`config.mk`:
```
export PLATFORM = sky130hd
export DESIGN_NAME = bit_serializer
export DESIGN_NICKNAME = d
export VERILOG_FILES = /design/src/rtl/bit_serializer.sv
export SDC_FILE = /design/constraint.sdc
export NUM_CORES = 1
export LEC_CHECK = 0
export BUFFER_PORTS_ARGS = -buffer_cell sky130_fd_sc_hd__buf_2
export CAP_MARGIN = 20
export CORE_AREA = 3 3 43 45
export CTS_CLUSTER_DIAMETER = 80
export DETAILED_ROUTE_END_ITERATION = 10
export DIE_AREA = 0 0 46 48
export PLACE_DENSITY = 0.72
export SLEW_MARGIN = 15
export SYNTH_ARGS = -nofsm -noshare
export SYNTH_HDL_FRONTEND = slang
export SYNTH_SLANG_ARGS = --single-unit
```
`constraint.sdc`:
```
create_clock -name clk -period 2.15 [get_ports clk]
set_input_delay 0.1075 -clock clk [delete_from_list [all_inputs] [get_ports clk]]
set_output_delay 0.1075 -clock clk [all_outputs]
set_load 0.1 [all_outputs]
```
`src/rtl/bit_serializer.sv`:
```
// bit_serializer: valid/ready parallel-to-serial shifter feeding the sequence detector; define SER_PARITY_EN to append an even-parity bit to every word
module bit_serializer #(
  parameter int WIDTH     = 8,
  parameter bit LSB_FIRST = 1'b0
) (
  input  logic             clk,
  input  logic             n_rst,
  input  logic [WIDTH-1:0] load_data,
  input  logic             load_valid,
  output logic             load_ready,
  input  logic             shift_en,
  output logic             serial_out,
  output logic             serial_valid,
  output logic             busy,
  output logic             done
);
  localparam int CW = $clog2(WIDTH + 1);
`ifdef SER_PARITY_EN
  typedef enum logic [1:0] {IDLE, SHIFT, PARITY} state_t;
`else
  typedef enum logic {IDLE, SHIFT} state_t;
`endif
  state_t state_q, state_d;
  logic [WIDTH-1:0] sreg_q, sreg_d;
  logic [CW-1:0] cnt_q, cnt_d;
  logic done_q, done_d;
  logic last_data, last, accept, head;
`ifdef SER_PARITY_EN
  logic par_q, par_d;
`endif
  assign last_data = state_q == SHIFT && shift_en && cnt_q == CW'(WIDTH - 1);
`ifdef SER_PARITY_EN
  assign last = state_q == PARITY && shift_en;
`else
  assign last = last_data;
`endif
  assign accept = load_valid && load_ready;
  assign head = LSB_FIRST ? sreg_q[0] : sreg_q[WIDTH-1];
  // state register; reset wins over everything, including a pending load
  always_ff @(posedge clk) begin
    if (!n_rst) begin
      state_q <= IDLE;
      sreg_q  <= '0;
      cnt_q   <= '0;
      done_q  <= 1'b0;
`ifdef SER_PARITY_EN
      par_q   <= 1'b0;
`endif
    end else begin
      state_q <= state_d;
      sreg_q  <= sreg_d;
      cnt_q   <= cnt_d;
      done_q  <= done_d;
`ifdef SER_PARITY_EN
      par_q   <= par_d;
`endif
    end
  end
  // next state: shift on enabled edges, finish on the final bit, and let an accepted word override so reloads are gapless
  always_comb begin
    state_d = state_q;
    sreg_d  = sreg_q;
    cnt_d   = cnt_q;
    done_d  = last;
`ifdef SER_PARITY_EN
    par_d   = par_q;
    if (last_data) state_d = PARITY;
`endif
    if (state_q == SHIFT && shift_en) begin
      sreg_d = LSB_FIRST ? sreg_q >> 1 : sreg_q << 1;
      cnt_d  = cnt_q + CW'(1);
    end
    if (last) state_d = IDLE;
    if (accept) begin
      state_d = SHIFT;
      sreg_d  = load_data;
      cnt_d   = '0;
`ifdef SER_PARITY_EN
      par_d   = ^load_data;
`endif
    end
  end
  // outputs: the serial bit is only presented on enabled cycles so the detector never sees a stale repeat
  always_comb begin
    busy         = state_q != IDLE;
    load_ready   = state_q == IDLE || last;
    serial_valid = busy && shift_en;
`ifdef SER_PARITY_EN
    serial_out   = serial_valid && (state_q == PARITY ? par_q : head);
`else
    serial_out   = serial_valid && head;
`endif
    done         = done_q;
  end
endmodule

```
==> impl_metrics.tcl <==
set metrics [dict create \
    fin_ws_ns 0.324 \
    cap_violations 0 \
    worst-path-buf-inv 1 \
    grt_use_total_pct 16.1 \
    final_common_cell "buf_2" \
    cts_buffer_depth 2 \
    path_clk_slew_ns 0.09 \
    rows 14 \
    dp.cells 109 \
    h-tree-depth 1 \
    tightest_slew_ns 0.492 \
    dp_hpwl_mm 1.12 \
    setup.worst_path.class "flip-flop to output pin" \
    syn_inst 82 \
    setup_viol 0 \
    power.internal_mw 0.412 \
    vias 648 \
    hold_path_class "primary input to flip-flop" \
    grt_setup_unrepaired "no" \
    instances_no_fill 113 \
    hold_viol 0 \
    portBuffers 16 \
    cts.sinks 14 \
    cp_slowest_stage_delay_ns 0.42 \
    detail-route-antenna-nets 0 \
    cts_buffers 3 \
    io-pin-count 17 \
    syn_area_um2 741 \
    swShare_pct 29.6 \
    die_w_um 46 \
    wl_mm 1.61 \
    dieArea_um2 2210 \
    grt_pass1_wl_mm 2.59 \
    area_growth_pct 15.2 \
    hold_buffers 0 \
    seqPwrFrac_pct 49.0 \
    finalNetCount 111 \
    fin_area_um2 853 \
    synth.distinct_cells 31 \
    gp_congestion 0.761 \
    post_drt_wl_per_cell_um 14.2 \
    cp.required_ns 2.04 \
    fmax_ghz 0.548 \
    power.share.clock_pct 32.9 \
    cts_resized 0 \
    hold_ws_ns 0.145 \
    yosysTopAreaCell "dfxtp_1" \
    antenna_cells 0 \
    fin_skew_ns 0.00342 \
    outcome "completed" \
    pre_cts_slack_ns 0.632 \
    antenna_found_initial 0 \
    tns_ns 0 \
    switching_power_mw 0.173 \
    synthTopCellsByArea "dfxtp_1 (38%), a211oi_1 (7.1%), o221ai_1 (7.1%)" \
    grt_pass1_vias 569 \
    fillCellCount 146 \
    finalCriticalPeriod_ns 1.83 \
    firstDrtPassIters 4 \
    cts_root_buffer "clkbuf_4" \
    synth_seq_cells 14 \
    synth_top_area_share_pct 37.8 \
    max_slew_margin_pct 67.4 \
    crit_fanout 5 \
    worst_ep_arrival_time_ns 1.72 \
    ir_drop_mv 0.304 \
    core_um2 1510 \
    p_comb_share_pct 18.1 \
    finalCritPeriodShare_pct 84.9 \
    cp_top_family "buffers and inverters" \
    drv_slew 0 \
    worst_path_max_delay_cell "buf_2" \
    startpoint_type "flip-flop" \
    layout_common_cells "buf_2 (16), dfxtp_1 (13), nor3_1 (10)" \
    total_power_mw 0.585 \
    post_dp_cell_area_um2 817 \
    vias_per_cell 5.73 \
    final_util_pct 56.6 \
    clock_latency_ns 0.28 \
    drive_above_1_share_pct 28.9 \
    crit_chain "ha_1 -> nand4b_1 -> nand2_1 -> buf_2" \
    power_density_nw_per_um2 686 \
    synth.avg_cell_area_um2 9.03 \
    worstSetupEndpointType "output pin" \
    cts_setup_buffers 0 \
    ys_warn_count 0 \
    leakagePower_nw 0.342 \
    syn-num-nets 95 \
    grt_start_max_net_pins 14 \
    grt_overflow_total 0 \
    fp.dieH_um 48 \
    initial_core_util_pct 49.2 \
    cts_tree "done" \
    seq_area_frac_synth_pct 37.8 \
    route.detailed.drc 0 \
    drt_iter0_drc 10 \
]
## cell usage after synthesis
cell	number
nand4b_4	1
o21ai_0	2
nand2_2	1
a211oi_2	1
nand3b_1	1
nor2_1	2
buf_2	2
buf_6	1
nand3_1	2
o21a_1	1
dfxtp_1	14
xnor2_1	1
nand2_1	2
nand2b_1	3
nand4b_1	1
o221ai_1	6
inv_1	9
o32ai_1	1
and2_1	1
or3_1	1
a21boi_1	1
mux2i_1	2
mux2_2	2
clkbuf_1	2
nor3_1	10
a21oi_1	1
a221oi_1	1
a211oi_1	7
xor2_1	1
and3_2	1
ha_1	1
## power groups by stage
stage               clock network, mW  logic, mW  registers, mW
floorplan                           0     0.0763          0.297
global placement                    0      0.104          0.292
detailed placement                  0      0.106          0.293
CTS                             0.198      0.106          0.287
global route                    0.215      0.115          0.289
finish                          0.192      0.106          0.287
## sequential cells by signal (all words and copies together), names as in the netlist
name    count
busy        1
done        1
sreg_q      8
cnt_q       4
## cells by family (layout without fill, tap and decap cells)
group	count (synthesis)	after routing	share of synthesized area (%)
mux	4	4	5.74
xor+xnor	2	2	2.37
buf+inv	14	29	8.45
fa+ha+maj	1	1	1.69
flops	14	14	37.8
simple gates	26	26	21.6
compound gates	21	21	22.3
## metal layers
layer,global-route usage (%),vias up,routed length (um)
li1,-,334,-
met1,22.6,296,810
met2,23.6,14,696
met3,3.38,4,69
met4,6.82,0,29
met5,0,-,0
## area by class of cell
type	instances	area, um^2	area share, %
repair buffers	16	80.1	9.38
clock buffers	4	36.3	4.25
well taps	16	20.0	2.35
flip-flops and latches	14	282	33.0
multi-input cells	54	398	46.6
inverters	9	37.5	4.40
## path summary, 6_finish.rpt
kind | cells past startpoint | slack [ns] | endpoint | startpoint
worst max-delay path | 4 | 0.32 | load_ready | cnt_q[0]$_SDFFE_PP0P_
worst min register to register | 2 | 0.46 | sreg_q[5]$_SDFFE_PN0P_ | sreg_q[4]$_SDFFE_PN0P_
worst max register to register | 4 | 0.62 | cnt_q[0]$_SDFFE_PP0P_ | cnt_q[0]$_SDFFE_PP0P_
worst min-delay path | 2 | 0.15 | sreg_q[0]$_SDFFE_PN0P_ | n_rst
(Power assumes the default switching activity.)
